==> src/rtl/bitwise_pkg.sv <==
// rtl/bitwise_pkg.sv - shared op and state encodings for bitwise_unit
package bitwise_pkg;

    typedef enum logic [1:0] {
        BW_AND  = 2'b00,
        BW_OR   = 2'b01,
        BW_XOR  = 2'b10,
        BW_ANDN = 2'b11
    } bw_op_e;

    typedef enum logic [1:0] {
        ST_IDLE = 2'b00,
        ST_BUSY = 2'b01,
        ST_DONE = 2'b10
    } bw_state_e;

endpackage

==> src/rtl/bitwise_slice.sv <==
// rtl/bitwise_slice.sv - combinational CHUNK-wide logic op, shared across slices
module bitwise_slice
    import bitwise_pkg::*;
#(
    parameter int CHUNK = 8
) (
    input  logic [1:0]       op_i,
    input  logic [CHUNK-1:0] a_i,
    input  logic [CHUNK-1:0] b_i,
    output logic [CHUNK-1:0] c_o
);

    always_comb begin
        c_o = '0;
        case (bw_op_e'(op_i))
            BW_AND:  c_o = a_i & b_i;
            BW_OR:   c_o = a_i | b_i;
            BW_XOR:  c_o = a_i ^ b_i;
            BW_ANDN: c_o = a_i & ~b_i;
            default: c_o = '0;
        endcase
    end

endmodule

==> src/rtl/bitwise_unit.sv <==
// rtl/bitwise_unit.sv - slice-serial bitwise ALU with valid/ready handshakes
// Optional parity output enabled by defining BITWISE_UNIT_PARITY_EN.
module bitwise_unit
    import bitwise_pkg::*;
#(
    parameter int WIDTH = 32,
    parameter int CHUNK = 8
) (
    input  logic             clk_i,
    input  logic             rst_i,
    input  logic             valid_i,
    output logic             ready_o,
    input  logic [1:0]       op_i,
    input  logic [WIDTH-1:0] a_i,
    input  logic [WIDTH-1:0] b_i,
    output logic             valid_o,
    input  logic             ready_i,
    output logic [WIDTH-1:0] c_o,
    output logic             zero_o
`ifdef BITWISE_UNIT_PARITY_EN
    ,
    output logic             parity_o
`endif
);

    localparam int N  = WIDTH / CHUNK;
    localparam int CW = (N > 1) ? $clog2(N) : 1;
    localparam logic [CW-1:0] LAST = CW'(N - 1);

    generate
        if (CHUNK < 1 || (WIDTH % CHUNK) != 0) begin : g_bad_chunk
            $error("bitwise_unit: WIDTH must be a positive multiple of CHUNK");
        end
    endgenerate

    bw_state_e        r_state;
    bw_state_e        w_state_next;
    logic [CW-1:0]    r_cnt;
    logic [WIDTH-1:0] r_a;
    logic [WIDTH-1:0] r_b;
    bw_op_e           r_op;
    logic [WIDTH-1:0] r_c;
    logic [CHUNK-1:0] w_slice;
    logic             w_accept;
    logic             w_last;
    int               w_base;

    assign w_base   = int'(r_cnt) * CHUNK;
    assign w_accept = (r_state == ST_IDLE) && valid_i;
    assign w_last   = (r_cnt == LAST);

    bitwise_slice #(
        .CHUNK (CHUNK)
    ) u_slice (
        .op_i (r_op),
        .a_i  (r_a[w_base +: CHUNK]),
        .b_i  (r_b[w_base +: CHUNK]),
        .c_o  (w_slice)
    );

    always_comb begin
        w_state_next = r_state;
        ready_o      = 1'b0;
        valid_o      = 1'b0;
        case (r_state)
            ST_IDLE: begin
                ready_o = 1'b1;
                if (valid_i) w_state_next = ST_BUSY;
            end
            ST_BUSY: begin
                if (w_last) w_state_next = ST_DONE;
            end
            ST_DONE: begin
                valid_o = 1'b1;
                if (ready_i) w_state_next = ST_IDLE;
            end
            default: w_state_next = ST_IDLE;
        endcase
    end

    always_ff @(posedge clk_i) begin
        if (rst_i) begin
            r_state <= ST_IDLE;
            r_cnt   <= '0;
            r_a     <= '0;
            r_b     <= '0;
            r_op    <= BW_AND;
            r_c     <= '0;
        end else begin
            r_state <= w_state_next;
            if (w_accept) begin
                r_a   <= a_i;
                r_b   <= b_i;
                r_op  <= bw_op_e'(op_i);
                r_cnt <= '0;
                r_c   <= '0;
            end else if (r_state == ST_BUSY) begin
                r_c[w_base +: CHUNK] <= w_slice;
                // hold on the last slice so the counter never wraps
                if (!w_last) r_cnt <= r_cnt + 1'b1;
            end
        end
    end

`ifdef BITWISE_UNIT_PARITY_EN
    logic r_parity;

    always_ff @(posedge clk_i) begin
        if (rst_i) begin
            r_parity <= 1'b0;
        end else if (w_accept) begin
            r_parity <= 1'b0;
        end else if (r_state == ST_BUSY) begin
            r_parity <= r_parity ^ (^w_slice);
        end
    end

    assign parity_o = r_parity;
`endif

    assign c_o    = r_c;
    assign zero_o = (r_c == '0);

endmodule

==> config.mk <==
export PLATFORM = sky130hd
export DESIGN_NAME = bitwise_unit
export DESIGN_NICKNAME = d
export VERILOG_FILES = /design/src/rtl/bitwise_pkg.sv /design/src/rtl/bitwise_slice.sv /design/src/rtl/bitwise_unit.sv
export SDC_FILE = /design/constraint.sdc
export NUM_CORES = 1
export LEC_CHECK = 0
export CAP_MARGIN = 30
export CORE_ASPECT_RATIO = 0.6
export CORE_MARGIN = 2
export CORE_UTILIZATION = 44
export DETAILED_ROUTE_END_ITERATION = 10
export GPL_ROUTABILITY_DRIVEN = 0
export GPL_TIMING_DRIVEN = 0
export PLACE_DENSITY_LB_ADDON = 0.3
export SLEW_MARGIN = 20
export SYNTH_ARGS = -nofsm -noshare
export SYNTH_HDL_FRONTEND = slang
export SYNTH_SLANG_ARGS = --single-unit
==> constraint.sdc <==
create_clock -name clk_i -period 6 [get_ports clk_i]
set_input_delay 0.9 -clock clk_i [delete_from_list [all_inputs] [get_ports clk_i]]
set_output_delay 0.9 -clock clk_i [all_outputs]
set_load 0.02 [all_outputs]
==> results of run 1 <==
## cell type report
cell class	count	area [um2]
Fill cell	994	4720
Multi-Input combinational cell	430	2693
Sequential cell	102	2042
Timing Repair Buffer	103	1031
Clock buffer	13	250.2
Tap cell	144	180.2
Buffer	41	176.4
Inverter	23	86.33
Clock inverter	1	7.507
## path summary, 6_finish.rpt
check	start	endpoint	cells past startpoint
worst min register to register	r_b[24]	r_b[24]	2
worst max register to register	r_cnt[1]	c_o[11]	8
worst max-delay path	r_cnt[1]	c_o[11]	8
worst min-delay path	r_b[24]	r_b[24]	2
## power groups by stage
| stage | sequential, mW | clock, mW | combinational, mW |
|---|---|---|---|
| 2_1_floorplan | 0.732 | 0 | 0.149 |
| 6_report | 0.722 | 0.532 | 0.257 |
| 5_1_grt | 0.724 | 0.554 | 0.280 |
| 3_5_place_dp | 0.736 | 0 | 0.251 |
| 4_1_cts | 0.721 | 0.534 | 0.253 |
| 3_3_place_gp | 0.735 | 0 | 0.243 |
## critical path, cell delays in order (launching register included)
cell and delay [ns]:
dfxtp_1 0.40, buf_2 0.27, buf_2 0.34, inv_1 0.15, ha_1 0.40, inv_1 0.14, nor4_2 0.85, nand4_1 0.35
a31oi_1 0.26
## layer usage
metal	routed length, um	GRT usage, %
met1	7046	35.63
met2	6492	38.97
met3	1328	5.856
met4	207	7.091
met5	0	0
## flip-flops by register name, summed over array words and instances, names as in the netlist
register,count
r_state,2
r_a,32
r_cnt,2
r_b,32
r_op,2
c_o,32
## layout by cell type, fill, tap and decap left out, drive strengths merged, types with 2 or more instances in the layout
| master | netlist | layout |
|---|---|---|
| ha | 17 | 17 |
| dfxtp | 102 | 102 |
| nand2b | 2 | 2 |
| a31oi | 12 | 12 |
| nand3b | 5 | 5 |
| nor4 | 11 | 11 |
| a211oi | 3 | 3 |
| inv | 22 | 22 |
| o21ai | 5 | 5 |
| buf | 11 | 11 |
| clkbuf | 30 | 43 |
| xor2 | 8 | 8 |
| nor2 | 5 | 5 |
| nand4 | 34 | 34 |
| o31a | 20 | 20 |
| nor2b | 3 | 3 |
| mux4 | 16 | 16 |
| or3 | 12 | 12 |
| a211o | 3 | 3 |
| a21oi | 93 | 93 |
| or4 | 3 | 3 |
| nand2 | 165 | 165 |
| clkdlybuf4s50 | 0 | 103 |
| o21a | 5 | 5 |
## per-stage QoR
step           cell area (um2)  instances  util (%)  total power [mW]
2_1_floorplan             4985        596         -            0.8816
3_3_place_gp              6196        843     55.39            0.9775
3_5_place_dp              6208        843     55.50            0.9878
4_1_cts                   6466        857     57.81             1.508
5_1_grt                   6466        857     57.81             1.559
6_report                  6466        857     57.81             1.510
## kinds of logic after synthesis
| group | Yosys count | synth area share (%) |
|---|---|---|
| xor gates and xnor gates | 9 | 1.581 |
| muxes | 17 | 7.430 |
| and+or+nand+nor | 246 | 23.77 |
| adders and majority gates | 17 | 4.267 |
| buffers and inverters | 64 | 5.271 |
| DFF | 102 | 40.96 |
| AOI/OAI and AO/OA | 141 | 16.72 |
==> results by group, run 1 <==
Clock tree
  • Post_cts resized: 0
  • Worst-path clk slew: 0.07 ns
  • CTS tree: built
  • # hold bufs at CTS: 0
  • Clk sinks: 102
  • CTS buffer count: 9
  • Post-CTS Setup Inserts: 0
  • Clock latency on the worst-skew pair: 0.35 ns
  • Root cell of the clock tree: clkbuf_16
  • Max Root-Sink Buffers: 2
  • Htree depth: 3

Timing
  • Fin. max-slew vios: 0
  • Worst Tran Pin Value: 0.9424 ns
  • Max Fclk: 309.8 MHz
  • Worst hold margin: 0.4519 ns
  • RSZ-0062 raised after global routing: no
  • Period utilization: 53.80%
  • Clock period minus worst slack: 3.228 ns
  • Fin Clk Skew: 0.006878 ns
  • Final setup margin: 2.772 ns
  • Final hold violations: 0
  • Final Setup Violations: 0
  • Total negative slack: 0 ns
  • Worst slew margin: 36.65%

Floorplan
  • Die W: 141.4 um
  • Core area: 0.01119 mm2
  • Die area: 0.01222 mm2
  • Chip height: 86.45 um
  • Initial core utilization: 44.56%
  • # rows: 30
  • Io pins: 105

Pwr
  • Switching share of power: 27.03%
  • Pleak: 2.286 nW
  • Pint: 1.102 mW
  • Reg power frac: 47.8%
  • Clk pwr share: 35.2%
  • Max VDD drop: 0.1444 mV
  • Power per cell area: 233.5 mW/mm2
  • Comb power frac: 17.0%
  • Net load switching power: 0.4080 mW

GRT
  • Vias in the first global route: 4661
  • First-pass GRT wire length: 23580 um
  • GRT Total Usage: 25.21%
  • Pin count of the biggest net entering global routing: 15
  • Initial antenna violation count: 0
  • Final global-route overflow total: 0

Drt
  • First drt pass iteration count: 5
  • Routed Antenna Nets: 0
  • Vias: 4851
  • DR DRC count: 0
  • DR iter-0 viols: 460
  • Final WL: 15080 um
  • Average wire per standard cell: 17.59 um
  • Drt via density: 5.660

Logic synthesis
  • Synth unique cells: 40
  • Top cells by count, synth: nand2_1 (165), dfxtp_1 (102), a21oi_1 (93)
  • Sequential-to-total area share from yosys stat: 40.96%
  • Top cell type by total area after synthesis: dfxtp_1
  • Post-Syn Instances: 596
  • Yosys Warn Count: 0
  • Post-synth EDFFs: 0
  • Syn nets: 683
  • Flops & latches, synth: 102
  • Syn avg cell area: 8.364 um2
  • Async S/R FF share, synth: 0%
  • Top cell type's share of synthesized area: 40.96%
  • Post-Syn Area: 0.004985 mm2
  • Count leader, synth: nand2_1
  • Main flop type after synthesis: dfxtp_1
  • Top cells by area, synth: dfxtp_1 (41%), nand2_1 (12%), a21oi_1 (9.3%)

Worst setup path
  • Critical path peak fanout: 10
  • Worst EP arrival: 3.50 ns
  • Crit Path Category: reg2reg
  • R2r setup slk: 2.77 ns
  • WP data required: 6.27 ns
  • Worst setup SP type: flip-flop
  • Worst setup EP type: flip-flop

Cells and area
  • Fraction of layout cells with a size suffix above 1: 7.013%
  • NumNets Final: 797
  • Layout area overhead: 29.72%
  • # diodes: 0

Place
  • # port buffers: 103
  • Detailed Place HPWL: 11690 um
  • Worst slack, placed: 2.920 ns

Flow run
  • Max Cap Viol: 0

Min path
  • Worst Hold Class: reg2reg

Outcome
  • Status: finished, final reports clean
No activity file was read; power rests on OpenSTA's default activity.
==> run 2, diff against run 1 <==
==> constraint.sdc (replaced) <==
create_clock -name clk_i -period 3.3 [get_ports clk_i]
set_input_delay 0.495 -clock clk_i [delete_from_list [all_inputs] [get_ports clk_i]]
set_output_delay 0.495 -clock clk_i [all_outputs]
set_load 0.02 [all_outputs]
==> run 2 against run 1 <==
  * Cell count is the same
  * Global-route usage unchanged
  * First-iteration DRC count decreased by 0.43%
  * Combinational power increased by 82%
  * Setup slack worse by 2.5 ns
  * Clock skew is 0.0013 ns higher
  * Critical path depth rose by 1
  * Design area grew 0.14%
  * Die area did not move
==> results by group, run 2 (synthesis gave the netlist of run 1 again) <==
Outcome
  • Status: finished, final reports clean (unchanged)

Worst setup path
  • Crit path buffers/inverters: 5 (was 4)
  • Worst Setup SP: r_cnt[1] (unchanged)
  • Crit path to: c_o[19] (was c_o[11])
  • Crit-path max cell delay: 0.54 ns (was 0.85 ns)
  • R2R depth: 9 (was 8)
  • WP data required: 3.57 ns (was 6.27 ns)
  • Crit Path Category: reg2reg (unchanged)
  • Worst setup EP type: flip-flop (unchanged)
  • CP cell instances: buf_2 > buf_2 > inv_1 > ha_1 > inv_1 > or4_1 > clkbuf_2 > or3_1 > a31oi_1 (was buf_2 > buf_2 > inv_1 > ha_1 > inv_1 > nor4_2 > nand4_1 > a31oi_1)
  • Worst setup SP type: flip-flop (unchanged)
  • Critical path peak fanout: 10 (unchanged)
  • Critical path's slowest cell: or4_1 (was nor4_2)
  • R2r setup slk: 0.22 ns (was 2.77 ns)
  • Critical path depth: 9 (was 8)
  • Worst EP arrival: 3.35 ns (was 3.50 ns)
  • FF-to-FF End: c_o[19] (was c_o[11])
  • Worst r2r src: r_cnt[1] (unchanged)
  • Top delay family on crit path: buffers and inverters (was simple AND/OR/NAND/NOR gates)

Flow run
  • Max Cap Viol: 0 (unchanged)

Pwr
  • Pleak: 2.297 nW (was 2.286 nW)
  • Switching share of power: 27.19% (was 27.03%)
  • Max VDD drop: 0.2629 mV (was 0.1444 mV)
  • Clk pwr share: 35.3% (was 35.2%)
  • Pint: 2.003 mW (was 1.102 mW)
  • Reg power frac: 47.7% (was 47.8%)
  • Total power: 2.751 mW (was 1.510 mW)
  • Comb power frac: 17.0% (about the same)
  • Net load switching power: 0.7482 mW (was 0.4080 mW)
  • Power per cell area: 424.9 mW/mm2 (was 233.5 mW/mm2)

Drt
  • M1 WL: 6886 um (was 7046 um)
  • Routed wl met2: 6495 um (was 6492 um)
  • Drt via density: 5.660 (unchanged)
  • Routed Antenna Nets: 0 (unchanged)
  • Final WL: 15060 um (was 15080 um)
  • Met3 wire len: 1453 um (was 1328 um)
  • DR DRC count: 0 (unchanged)
  • First drt pass iteration count: 7 (was 5)
  • Average wire per standard cell: 17.57 um (was 17.59 um)
  • Top routing layer in use: met4 (unchanged)
  • Vias: 4851 (unchanged)
  • DR iter-0 viols: 458 (was 460)

Timing
  • Worst slew margin: 37.88% (was 36.65%)
  • Period utilization: 93.18% (was 53.80%)
  • Clock period minus worst slack: 3.075 ns (was 3.228 ns)
  • Final Setup Violations: 0 (unchanged)
  • Worst Tran Pin Value: 0.9241 ns (was 0.9424 ns)
  • Final hold violations: 0 (unchanged)
  • Final setup margin: 0.2250 ns (was 2.772 ns)
  • Fin Clk Skew: 0.008189 ns (was 0.006878 ns)
  • Max Fclk: 325.2 MHz (was 309.8 MHz)
  • Worst hold margin: 0.4522 ns (was 0.4519 ns)
  • Fin. max-slew vios: 0 (unchanged)
  • RSZ-0062 raised after global routing: no (unchanged)

Clock tree
  • CTS buffer count: 9 (unchanged)
  • CTS tree: built (unchanged)
  • Clk sinks: 102 (unchanged)
  • Root cell of the clock tree: clkbuf_16 (unchanged)
  • Max Root-Sink Buffers: 2 (unchanged)
  • Clock latency on the worst-skew pair: 0.35 ns (about the same)
  • Post-CTS Setup Inserts: 0 (unchanged)
  • Worst-path clk slew: 0.07 ns (about the same)
  • Htree depth: 3 (unchanged)

GRT
  • Vias in the first global route: 4661 (unchanged)
  • Final global-route overflow total: 0 (unchanged)
  • GRT Total Usage: 25.21% (unchanged)
  • First-pass GRT wire length: 23580 um (unchanged)
  • Initial antenna violation count: 0 (unchanged)
  • Pin count of the biggest net entering global routing: 15 (unchanged)

Cells and area
  • NumNets Final: 797 (unchanged)
  • Layout Utilization: 57.89% (was 57.81%)
  • # diodes: 0 (unchanged)
  • Commonest non-fill, non-tap cell in the layout: nand2_1 (unchanged)
  • Most frequent cells in the layout: nand2_1 (165), clkdlybuf4s50_1 (103), dfxtp_1 (102) (unchanged)
  • Layout area overhead: 29.89% (was 29.72%)
  • Fraction of layout cells with a size suffix above 1: 7.013% (unchanged)

Floorplan
  • Initial core utilization: 44.56% (unchanged)
  • Die W: 141.4 um (unchanged)
  • Die area: 0.01222 mm2 (unchanged)
  • Chip height: 86.45 um (unchanged)
  • Core area: 0.01119 mm2 (unchanged)
  • Io pins: 105 (unchanged)
  • # rows: 30 (unchanged)

Min path
  • Worst Hold Class: reg2reg (unchanged)

Place
  • Detailed Place HPWL: 11690 um (unchanged)
  • # port buffers: 103 (unchanged)
  • Worst slack, placed: 0.2198 ns (was 2.920 ns)
[run 2: cell counts in the layout (fill, tap and decap cells not counted)]
No cell type changed its count.
[run 2: timing repair]
item                                    in CTS  in global routing
hold buffers                                 0                  0
endpoints found under the setup margin       0                  3
resized for setup                            0                  1
[run 2: stage by stage]
step / cell area (um2) / instances / TNS [ns]
floorplan: 4985 / 596 / 0
global placement: 6196 / 843 / -0.5900
detailed placement: 6208 / 843 / 0
CTS: 6466 / 857 / 0
global route: 6475 / 857 / 0
finish: 6475 / 857 / 0
[run 2: worst min path at each step]
stage | start | to | depth (start not counted)
after floorplan | r_a[16] | r_a[16] | 2
after global placement | r_a[0] | r_a[0] | 2
after detailed placement | r_b[24] | r_b[24] | 2
after CTS | r_b[24] | r_b[24] | 2
after global routing | r_b[23] | r_b[23] | 2
final | r_b[24] | r_b[24] | 2
[run 2: area by class of cell]
type                            instances  area, um2
Sequential cell                       102       2042
Buffer                                 41      176.4
Fill cell                             992       4711
Inverter                               23      86.33
Clock inverter                          1      7.507
Tap cell                              144      180.2
Timing Repair Buffer                  103       1031
Multi-Input combinational cell        430       2701
Clock buffer                           13      250.2
[run 2: metal layers]
layer,GRT usage (%),up-vias
met1,35.63,2280
li1,-,2325
met2,38.97,219
met3,5.856,27
met5,0,-
met4,7.091,0
[run 2: tightest hold or removal path: stages, from the launching register on]
cell and delay [ns]:
dfxtp_1 0.31, nand2_1 0.05, a21oi_1 0.05
[run 2: power groups by stage]
stage / Combinational, mW / Clock, mW / Sequential, mW
2_1_floorplan: 0.272 / 0 / 1.33
3_3_place_gp: 0.442 / 0 / 1.34
3_5_place_dp: 0.457 / 0 / 1.34
4_1_cts: 0.460 / 0.972 / 1.31
5_1_grt: 0.511 / 1.01 / 1.32
6_report: 0.467 / 0.973 / 1.31
==> run 3, diff against run 2 <==
--- a/config.mk
+++ b/config.mk
@@ -12,7 +12,7 @@
 export DETAILED_ROUTE_END_ITERATION = 10
 export GPL_ROUTABILITY_DRIVEN = 0
 export GPL_TIMING_DRIVEN = 0
-export PLACE_DENSITY_LB_ADDON = 0.3
+export PLACE_DENSITY = 0.75
 export SLEW_MARGIN = 20
 export SYNTH_ARGS = -nofsm -noshare
 export SYNTH_HDL_FRONTEND = slang
==> constraint.sdc (replaced) <==
create_clock -name clk_i -period 2.5 [get_ports clk_i]
set_input_delay 0.375 -clock clk_i [delete_from_list [all_inputs] [get_ports clk_i]]
set_output_delay 0.375 -clock clk_i [all_outputs]
set_load 0.02 [all_outputs]
==> run 3 against run 2 <==
  * Utilization grew 2.5 points
  * Maximum frequency up 24%
  * Die area did not move
  * Critical path depth is the same
  * Sequential cell count did not move
  * Clock skew down 0.0029 ns
  * Global-route usage about the same
  * Count of clock-buffer cells in the layout down 2
  * Cell count is 1.8% higher
  * Combinational power increased by 48%
  * Critical path type unchanged
==> results by group, run 3 (synthesis gave the netlist of run 1 again) <==
Outcome
  • Status: finished, final reports clean (unchanged)

Cells and area
  • # diodes: 0 (unchanged)
  • Layout area overhead: 35.54% (was 29.89%)
  • Most frequent cells in the layout: nand2_1 (165), clkdlybuf4s50_1 (103), dfxtp_1 (100) (was nand2_1 (165), clkdlybuf4s50_1 (103), dfxtp_1 (102))
  • Commonest non-fill, non-tap cell in the layout: nand2_1 (unchanged)
  • Fraction of layout cells with a size suffix above 1: 12.36% (was 7.013%)
  • NumNets Final: 812 (was 797)

Drt
  • First drt pass iteration count: 6 (was 7)
  • Final WL: 15690 um (was 15060 um)
  • DR DRC count: 0 (unchanged)
  • Drt via density: 5.736 (was 5.660)
  • Vias: 5002 (was 4851)
  • Routed Antenna Nets: 0 (unchanged)
  • Average wire per standard cell: 17.99 um (was 17.57 um)
  • DR iter-0 viols: 492 (was 458)

Timing
  • Total negative slack: 0 ns (unchanged)
  • Period utilization: 99.16% (was 93.18%)
  • Worst slew margin: 55.68% (was 37.88%)
  • Final hold violations: 0 (unchanged)
  • Final Setup Violations: 0 (unchanged)
  • Worst hold margin: 0.4557 ns (was 0.4522 ns)
  • Fin Clk Skew: 0.005311 ns (was 0.008189 ns)
  • Max Fclk: 403.4 MHz (was 325.2 MHz)
  • Worst Tran Pin Value: 0.6648 ns (was 0.9241 ns)
  • Clock period minus worst slack: 2.479 ns (was 3.075 ns)
  • Fin. max-slew vios: 0 (unchanged)

Floorplan
  • Io pins: 105 (unchanged)
  • Core area: 0.01119 mm2 (unchanged)
  • Die W: 141.4 um (unchanged)
  • # rows: 30 (unchanged)
  • Die area: 0.01222 mm2 (unchanged)
  • Chip height: 86.45 um (unchanged)
  • Initial core utilization: 44.56% (unchanged)

Pwr
  • Power per cell area: 549.6 mW/mm2 (was 424.9 mW/mm2)
  • Pleak: 2.405 nW (was 2.297 nW)
  • Max VDD drop: 0.3556 mV (was 0.2629 mV)

Worst setup path
  • Worst Setup SP: r_cnt[0] (was r_cnt[1])
  • Top delay family on crit path: compound AO/OA/AOI/OAI gates (was buffers and inverters)
  • Worst setup EP type: flip-flop (unchanged)
  • R2R depth: 9 (unchanged)
  • Worst r2r src: r_cnt[0] (was r_cnt[1])
  • R2r setup slk: 0.02 ns (was 0.22 ns)
  • Critical path's slowest cell: mux4_2 (was or4_1)
  • Crit Path Category: reg2reg (unchanged)
  • Critical path peak fanout: 10 (unchanged)
  • Worst setup SP type: flip-flop (unchanged)
  • Crit-path max cell delay: 0.54 ns (about the same)
  • FF-to-FF End: c_o[13] (was c_o[19])
  • Worst EP arrival: 2.70 ns (was 3.35 ns)
  • CP cell instances: buf_12 > buf_12 > mux4_2 > inv_1 > ha_1 > a21oi_1 > o21a_2 > o31a_1 > a21oi_1 (was buf_2 > buf_2 > inv_1 > ha_1 > inv_1 > or4_1 > clkbuf_2 > or3_1 > a31oi_1)
  • WP data required: 2.72 ns (was 3.57 ns)
  • Crit path buffers/inverters: 3 (was 5)

Min path
  • Worst Hold Class: reg2reg (unchanged)
  • Min-delay src: r_a[10] (was r_b[24])
  • Hold EP: r_a[10] (was r_b[24])
  • Hold Path Depth: 2 (unchanged)

Flow run
  • Max Cap Viol: 0 (unchanged)

Place
  • # port buffers: 103 (unchanged)
  • Detailed Place HPWL: 11560 um (was 11690 um)

Clock tree
  • Worst-path clk slew: 0.07 ns (about the same)
  • CTS buffer count: 9 (unchanged)
  • CTS tree: built (unchanged)
  • Clock latency on the worst-skew pair: 0.35 ns (about the same)
  • Clk sinks: 102 (unchanged)
  • Htree depth: 3 (unchanged)
  • Max Root-Sink Buffers: 2 (unchanged)
  • Root cell of the clock tree: clkbuf_16 (unchanged)
  • # hold bufs at CTS: 0 (unchanged)

GRT
  • Final global-route overflow total: 0 (unchanged)
  • First-pass GRT wire length: 23620 um (was 23580 um)
  • Pin count of the biggest net entering global routing: 16 (was 15)
  • Initial antenna violation count: 1 (was 0)
  • Vias in the first global route: 4683 (was 4661)
  • GRT Total Usage: 25.18% (was 25.21%)
## run 3: stage by stage
stage	setup WS [ns]	cells	instance area, um2	power (mW)	utilization (%)
final	0.02099	872	6756	3.713	60.40
after global routing	-0.06278	872	6756	3.826	60.40
after CTS	0.002856	860	6583	3.654	58.85
after detailed placement	-0.4448	843	6208	2.374	55.50
after global placement	-0.7341	843	6196	2.348	55.39
after floorplan	0.02392	596	4985	2.116	-
## run 3: metal layers
| metal | GRT usage, % | part of all wire [%] |
|---|---|---|
| met4 | 8.364 | 2.4 |
| met3 | 7.238 | 11 |
| met1 | 34.56 | 43 |
| met2 | 38.53 | 43 |
| met5 | 0 | 0.083 |
## run 3: layout make-up
type | count | area [um2]
Fill cell | 951 | 4429
Timing Repair Buffer | 119 | 1151
Clock buffer | 11 | 242.7
Tap cell | 144 | 180.2
Buffer | 40 | 222.7
Inverter | 23 | 97.59
Sequential cell | 102 | 2049
Multi-Input combinational cell | 430 | 2790
Clock inverter | 3 | 22.52
## run 3: how the worst max path moves through the flow
stage / to / slack [ns] / depth (start not counted)
2_1_floorplan: c_o[16] / 0.02 / 9
3_3_place_gp: c_o[13] / -0.73 / 8
3_5_place_dp: c_o[12] / -0.44 / 8
4_1_cts: c_o[11] / 0.003 / 9
5_1_grt: c_o[21] / -0.06 / 9
6_report: c_o[13] / 0.02 / 9
## run 3: worst reg2reg max path: stages (launching register included)
cell and delay (ns):
dfxtp_4 0.41, buf_12 0.17, buf_12 0.15, mux4_2 0.54
inv_1 0.13, ha_1 0.26, a21oi_1 0.19, o21a_2 0.27
o31a_1 0.17, a21oi_1 0.07
## run 3: power by group
group | leakage, nW | switching, mW | internal (mW)
sequential | 0.834 | 0.0417 | 1.69
clock | 0.120 | 0.597 | 0.691
combinational | 1.45 | 0.393 | 0.299
## run 3: repair_timing
item | 4_1_cts | 5_1_grt
setup buffers | 3 | 13
setup endpoints to repair | 32 | 32
pin swaps | 0 | 4
gates resized for setup | 24 | 32
